==> config.mk <==
export PLATFORM = sky130hd
export DESIGN_NAME = pwm_ramp
export DESIGN_NICKNAME = d
export VERILOG_FILES = /design/src/rtl/pwm_ramp.sv
export SDC_FILE = /design/constraint.sdc
export NUM_CORES = 1
export LEC_CHECK = 0
export BUFFER_PORTS_ARGS = -buffer_cell sky130_fd_sc_hd__buf_2
export CORE_MARGIN = 10
export CORE_UTILIZATION = 40
export CTS_BUF_LIST = sky130_fd_sc_hd__clkbuf_16
export DETAILED_ROUTE_END_ITERATION = 10
export SLEW_MARGIN = 20
export SYNTH_ARGS = -nofsm -noshare
export SYNTH_HDL_FRONTEND = slang
export SYNTH_SLANG_ARGS = --single-unit
==> constraint.sdc <==
create_clock -name clk -period 6.86 [get_ports clk]
set_input_delay 1.029 -clock clk [delete_from_list [all_inputs] [get_ports clk]]
set_output_delay 1.029 -clock clk [all_outputs]
set_load 0.02 [all_outputs]
==> src/rtl/pwm_ramp.sv <==
// Duty slew/dither feeder for the PWM stage: ramps cur toward tgt by stp once per period.
// Latency: cur updates on the str_rdy tick, str_dat follows one cycle later (one period to the PWM).
// Backpressure: none; str_rdy is a period-boundary tick, str_dat is held between ticks. Option macro: PWM_RAMP_DITHER_EN.
module pwm_ramp #(
  parameter int              CCW = 8,
  parameter int              FRW = 8,
  parameter logic [CCW-1:0]  CCE = '1
) (
  input  logic               clk,
  input  logic               rstn,
  input  logic [CCW+FRW-1:0] cfg_val,
  input  logic [CCW+FRW-1:0] cfg_stp,
  input  logic               cfg_upd,
  output logic               cfg_bsy,
  output logic [CCW+FRW-1:0] cur_val,
  output logic [CCW-1:0]     str_dat,
  input  logic               str_rdy
);

  localparam int W = CCW + FRW;

  typedef enum logic [1:0] {IDLE, UP, DN} state_t;

  state_t         state, state_nxt;
  logic [W-1:0]   tgt, tgt_nxt;
  logic [W-1:0]   stp, stp_nxt;
  logic [W-1:0]   cur, cur_nxt;
  logic [W-1:0]   cfg_clamp;
  logic [W:0]     sum, diff;
  logic           tick_d;
  logic [CCW-1:0] str_nxt;

  // Clamp the requested target so its integer part never exceeds CCE; a clamped fraction is dropped.
  always_comb begin
    cfg_clamp = cfg_val;
    if (cfg_val[W-1:FRW] >= CCE)
      cfg_clamp = {CCE, {FRW{1'b0}}};
    tgt_nxt = cfg_upd ? cfg_clamp : tgt;
    stp_nxt = cfg_upd ? cfg_stp : stp;
  end

  // Slew step on a tick using the old tgt/stp, then pick the direction from the updated cur vs. the
  // target that will be in force next; this lets a retarget reverse direction without overshoot.
  always_comb begin
    cur_nxt = cur;
    sum     = {1'b0, cur} + {1'b0, stp};
    diff    = {1'b0, cur} - {1'b0, stp};
    if (str_rdy) begin
      case (state)
        UP: begin
          if (stp == '0 || sum >= {1'b0, tgt})
            cur_nxt = tgt;
          else
            cur_nxt = sum[W-1:0];
        end
        DN: begin
          if (stp == '0 || diff[W] || diff[W-1:0] <= tgt)
            cur_nxt = tgt;
          else
            cur_nxt = diff[W-1:0];
        end
        default: cur_nxt = cur;
      endcase
    end
    if (cur_nxt < tgt_nxt)
      state_nxt = UP;
    else if (cur_nxt > tgt_nxt)
      state_nxt = DN;
    else
      state_nxt = IDLE;
  end

  // Config, current duty and FSM state registers.
  always_ff @(posedge clk) begin
    if (!rstn) begin
      tgt    <= '0;
      stp    <= '0;
      cur    <= '0;
      state  <= IDLE;
      tick_d <= 1'b0;
    end else begin
      tgt    <= tgt_nxt;
      stp    <= stp_nxt;
      cur    <= cur_nxt;
      state  <= state_nxt;
      tick_d <= str_rdy;
    end
  end

`ifdef PWM_RAMP_DITHER_EN
  logic [FRW-1:0] acc;
  logic [FRW:0]   acc_sum;
  logic [CCW:0]   dith;

  // First-order dither: carry out of the fraction accumulator bumps the integer duty, saturating at CCE.
  always_comb begin
    acc_sum = {1'b0, acc} + {1'b0, cur[FRW-1:0]};
    dith    = {1'b0, cur[W-1:FRW]} + {{CCW{1'b0}}, acc_sum[FRW]};
    str_nxt = (dith > {1'b0, CCE}) ? CCE : dith[CCW-1:0];
  end

  // Accumulator advances once per period alongside the output register; only reset clears it.
  always_ff @(posedge clk) begin
    if (!rstn)
      acc <= '0;
    else if (tick_d)
      acc <= acc_sum[FRW-1:0];
  end
`else
  // Without dither the fraction is simply truncated.
  always_comb begin
    str_nxt = cur[W-1:FRW];
  end
`endif

  // Output duty is captured the cycle after a tick and held until the next one.
  always_ff @(posedge clk) begin
    if (!rstn)
      str_dat <= '0;
    else if (tick_d)
      str_dat <= str_nxt;
  end

  assign cfg_bsy = (state != IDLE);
  assign cur_val = cur;

endmodule

Yosys cells after proc, flatten, opt, wreduce, memory -nomap -nowiden
Index checks and enable logic that the tools add are counted.
{"block": "classes", "bitwise_logic": 1, "reduce_logical": 6, "addsub": 2, "shift": 0, "order_cmp": 5, "n_div": 0, "eq_ne": 2, "n_mux": 8, "n_mul": 0}
{"cell": "16-bit two-way mux", "count": 5}
{"cell": "16-bit one-hot mux with 2 select lines", "count": 1}
{"cell": "16-bit by 16-bit adder with 17-bit output", "count": 1}
{"cell": "17-bit by 16-bit >= comparator with 1-bit output", "count": 1}
{"cell": "16-bit by 16-bit subtractor with 17-bit output", "count": 1}
{"cell": "16-bit greater-than comparator", "count": 1}
{"cell": "16-bit less-or-equal comparator", "count": 1}
{"cell": "16-bit zero test", "count": 1}
{"cell": "16-bit < comparator", "count": 1}
{"cell": "8-bit >= comparator, second input constant", "count": 1}
{"cell": "1-bit logical OR", "count": 3}
{"cell": "2-bit by 1-bit == test with 1-bit output, second input constant", "count": 1}
{"cell": "2-bit == test, second input constant", "count": 1}
{"cell": "2-bit two-way mux", "count": 1}
{"cell": "2-bit nonzero test", "count": 1}
{"cell": "2-bit OR reduction", "count": 1}
{"cell": "1-bit two-way mux", "count": 1}
{"cell": "1-bit NOT", "count": 1}
{"block": "word_totals", "output_inout_bits": 25, "mem_bits_rw": 0, "memories": 0, "latchBits": 0, "rom_bits": 0, "regBits": 59}

Depth between registers and ports, before layout
{"block": "logic_depth", "word_depth": 9, "ltp_mapped": 28}

Worst setup path before layout
No wires, ideal clock.
{"block": "synth_timing", "path_type": "register to register", "from": "reg cur[2] (netlist: cur_val[2])", "to": "reg state[0]", "setup_slack_ns": 1.268, "path_stages_with_launch": 28, "required_time_ns": 6.799, "t_arrival_ns": 5.531, "period_less_slack_ns": 5.592, "setup_ns": 0.061, "cell_sequence": "dfxtp_1 > ha_1 > buf_6 > nor3_1 > o21ai_0 > a2111oi_2 > o21ai_0 > a31oi_1 > or3_1 > nand2_1 > ha_1 > o21a_1 > o21ai_0 > o311ai_1 > a311oi_4 > buf_6 > mux2i_1 > nand2_1 > a31oi_1 > ha_1 > nor2b_1 > o21a_1 > o21a_1 > o21a_1 > o21a_1 > o21a_1 > o21bai_1 > and3_1"}
{"block": "synth_via", "elab_chain_cells": 8, "word_cells_on_any_way": 13, "cone_classes": "add/sub (2); order compare (3); mux (5); reduce/logical (3)"}
{"item": "from (decl)", "line": "27", "text": "logic [W-1:0] cur, cur_nxt;"}
{"item": "from (signal assigned)", "line": "84", "text": "cur <= cur_nxt;"}
{"item": "16-bit by 16-bit adder with 17-bit output or 16-bit by 16-bit subtractor with 17-bit output (tied branches)", "line": "46, 47"}
{"item": "17-bit by 16-bit >= comparator with 1-bit output, or another cell as far along", "line": "51", "text": "if (stp == '0 || sum >= {1'b0, tgt})"}
{"item": "1-bit logical OR, on equally long branches", "line": "51, 57"}
{"item": "16-bit two-way mux, on equally long branches", "line": "51, 57"}
{"item": "16-bit one-hot mux with 2 select lines (*)", "line": "49", "text": "case (state)"}
{"item": "16-bit two-way mux (*)", "line": "48", "text": "if (str_rdy) begin"}
{"item": "net cur_nxt[1]", "line": "27"}
{"item": "16-bit < comparator (*)", "line": "65", "text": "if (cur_nxt < tgt_nxt)"}
{"item": "1-bit two-way mux (*)", "line": "65"}
{"item": "to (signal assigned)", "line": "85", "text": "state <= state_nxt;"}
{"item": "to (decl)", "line": "24", "text": "state_t state, state_nxt;"}
Mark *: on every way through the listed nets, which the timed path passes. The rest lies on a longest branch.
A chain may end at the register's enable or synchronous reset.

Worst setup path in the final report
{"block": "layout_timing", "from": "reg stp[2]", "to": "reg state[0]"}
{"block": "layout_via", "elab_chain_cells": 8, "word_cells_on_any_way": 14, "cone_classes": "add/sub (2); order compare (3); mux (5); reduce/logical (4)"}
{"item": "from (decl)", "line": "26", "text": "logic [W-1:0] stp, stp_nxt;"}
{"item": "from (signal assigned)", "line": "83", "text": "stp <= stp_nxt;"}
{"item": "16-bit by 16-bit adder with 17-bit output, or another cell as far along", "line": "46", "text": "sum = {1'b0, cur} + {1'b0, stp};"}
{"item": "17-bit by 16-bit >= comparator with 1-bit output, or another cell as far along", "line": "51"}
{"item": "1-bit logical OR, on equally long branches", "line": "51, 57"}
{"item": "16-bit two-way mux, on equally long branches", "line": "51, 57"}
{"item": "16-bit one-hot mux with 2 select lines (*)", "line": "49"}
{"item": "16-bit two-way mux (*)", "line": "48"}
{"item": "net cur_nxt[10]", "line": "27"}
{"item": "16-bit < comparator (*)", "line": "65"}
{"item": "1-bit two-way mux (*)", "line": "65"}
Marks and branches as above.

==> results by group <==
Outcome
  • Status: completed

Synthesis
  • Count of cell types in the netlist: 71
  • Yosys top cell area share: 0.204
  • Mapped cell area: 0.00578 mm²
  • Avg Cell Area, Syn: 8.12 µm²
  • Commonest register cell after synthesis: dfxtp_1
  • Mapped Nets: 833
  • Number of synthesized flops with an enable pin: 0
  • Mapped Cells: 712
  • Most frequent cells after synthesis: 83 x ha_1, 81 x nor2_1, 59 x dfxtp_1, 51 x inv_1, 38 x nand2_1
  • Synthesized flop and latch total: 59
  • Post-synth top area cell: dfxtp_1
  • Yosys warning count: 0
  • Top cells by area, synth: dfxtp_1 20%, ha_1 18%, mux2i_1 6.4%, nor2_1 5.3%, inv_1 3.3%
  • FFs w/ async S/R, synth: 0
  • Most frequent cell after synthesis: ha_1
  • Seq/Total Area, Yosys: 0.204

Layout
  • Multi-input logic area: 0.00423 mm²
  • Layout cell share with drive strength beyond 1: 0.150
  • Storage element area: 0.00118 mm²
  • P&R area growth vs syn: 13.3%
  • Nets: 882
  • Number of diodes: 0
  • FILL cells: 1390

Die
  • Effective utilization at floorplan: 0.411
  • IO Pins: 61
  • Die height: 140 µm
  • Row cnt: 43
  • Area of the core: 0.0140 mm²
  • Die Wd: 140 µm
  • DIE AREA: 0.0197 mm²

Global routing
  • Vias in the first global route: 5396
  • First-pass GRT wire length: 29300 µm
  • Largest net degree at the start of global routing: 55
  • Initial antenna violation count: 0
  • Total grt overflow: 0
  • All-Layer GR Usage: 0.183

Power
  • Combinational group share of total power: 0.689
  • Pwr Total: 3.05 mW
  • Sw power: 1.52 mW
  • Clock power frac: 0.160
  • Peak supply drop: 192 µV
  • Internal Power: 1.54 mW
  • Seq pwr share: 0.151
  • LEAKAGE: 2.91 nW
  • Pwr dens: 466 mW/mm²
  • Sw Share: 0.497

Drt
  • Routed Antenna Nets: 0
  • Vias: 5614
  • Detailed Routing Iterations Pass 1: 6
  • DR DRC count: 0
  • WL per Instance: 19.8 µm
  • DRT Wirelength: 18700 µm
  • Vias per cell: 5.94
  • Iteration-0 DRC Markers: 526

Critical path
  • Slowest cell on crit path: a2111oi_0
  • Critical path fanouts, max: 8
  • Reg2reg setup slack: 0.39 ns
  • Slowest stage delay, CP: 0.68 ns
  • CP endpoint kind: register
  • Critical setup path kind: reg -> reg
  • Critical Path Source Type: register
  • Crit path DAT: 6.75 ns
  • CP required: 7.14 ns

Clock tree
  • CTS Buf Count: 9
  • Clk_lat worst skew: 0.34 ns
  • Clock buffer depth: 2
  • Cts hold-fix bufs: 0
  • CTS tree: yes
  • CTS clk-pin slew, worst paths: 0.05 ns
  • H-Tree Depth: 3
  • Sink Count: 59
  • Root buffer cell: clkbuf_16

Placed design
  • IO Port Bufs: 60
  • Post-DP HPWL: 14500 µm
  • Global placement routability congestion: 0.950

STA
  • Hold Vio Cnt, Final: 0
  • Clk_skew: 0.0123 ns
  • RSZ-0062 raised after global routing: false
  • Setup TNS: 0 ns
  • Worst slew pin tran: 1.10 ns
  • Fin crit share: 0.943
  • Slew Limit Fails: 0
  • Final setup vio count: 0
  • Minimum clock period: 6.47 ns
  • Slew HR: 0.266
  • Peak Freq: 0.155 GHz

Job
  • Max_cap viols: 0

Hold path
  • Worst Hold Class: reg -> reg
-- sequential cells by signal, indices dropped and copies added (netlist names) --
name,count
state,2
stp,16
tgt,16
tick_d,1
cur_val,16
str_dat,8
-- stage by stage --
stage	hold slack, ns	utilization	instances	setup WS [ns]	instance area (µm²)
2_1_floorplan	0.486	-	712	1.27	5780
3_3_place_gp	0.467	0.442	926	0.495	6210
3_5_place_dp	0.475	0.442	926	0.367	6210
4_1_cts	0.488	0.464	941	0.353	6520
5_1_grt	0.538	0.466	945	0.0177	6550
6_report	0.486	0.466	945	0.393	6550
-- what timing repair did --
action,4_1_cts,5_1_grt
hold endpoints to repair,0,0
setup buffers,0,4
endpoints found under the setup margin,0,2
resized for setup,0,1
-- per-layer routing --
metal,vias up,global-route usage,part of all wire
met3,30,0.0345,0.069
li1,2700,-,-
met1,2676,0.249,0.47
met2,208,0.277,0.44
met5,-,0,0
met4,0,0.0685,0.023
-- worst paths after layout --
kind / from / to / depth (start not counted)
worst min register to register: str_dat[3] / str_dat[3] / 2
worst max register to register: stp[2] / state[0] / 25
worst max-delay path: stp[2] / state[0] / 25
worst min-delay path: str_dat[3] / str_dat[3] / 2
-- worst max-delay path, delay by kind of cell (launching register included) --
family          cells  cell delay (ns)
simple gates        6             0.87
buf+inv             3             0.41
mux                 1             0.22
compound gates     12             3.50
flops               1             0.43
fa+ha+maj           3             0.97
-- cell families after synthesis --
logic type / share of synthesized area
and+or+nand+nor: 0.191
AOI/OAI and AO/OA: 0.241
buffers and inverters: 0.0639
adders and majority gates: 0.187
DFF: 0.204
muxes: 0.0836
xor gates and xnor gates: 0.0303
-- area by class of cell --
cell class              count  area share
clock buffers               9      0.0344
clock inverters             6      0.0124
inverters                  53      0.0304
multi-input cells         564       0.646
flip-flops and latches     59       0.180
well taps                 180      0.0344
repair buffers             74      0.0619
-- power groups by stage --
stage	Sequential (mW)	Combinational, mW	Clock, mW
5_1_grt	0.467	2.28	0.514
4_1_cts	0.459	2.01	0.499
2_1_floorplan	0.479	1.44	0
3_5_place_dp	0.466	2.00	0
3_3_place_gp	0.464	1.95	0
6_report	0.461	2.10	0.490
-- cell usage in the layout (no fill, tap or decap), drive strengths merged, types with 3 or more instances in the layout --
| master | count |
|---|---|
| mux2 | 10 |
| a221oi | 4 |
| nor2 | 82 |
| o211ai | 3 |
| xor2 | 5 |
| or3 | 7 |
| a311oi | 15 |
| a211o | 3 |
| o21ai | 31 |
| inv | 52 |
| xnor2 | 15 |
| buf | 74 |
| o31ai | 3 |
| mux2i | 37 |
| nor3 | 12 |
| nor4 | 8 |
| o311ai | 4 |
| o21a | 11 |
| a21o | 21 |
| nand4 | 11 |
| nor2b | 13 |
| a211oi | 9 |
| ha | 83 |
| clkbuf | 9 |
| o21bai | 4 |
| and3 | 5 |
| a2111oi | 4 |
| and2 | 6 |
| a21oi | 36 |
| dfxtp | 59 |
| a31oi | 17 |
| nor3b | 5 |
| nand3 | 21 |
| a2bb2oi | 8 |
| clkinv | 4 |
| nand2b | 8 |
| nand2 | 39 |
No activity file was read; power rests on OpenSTA's default activity.
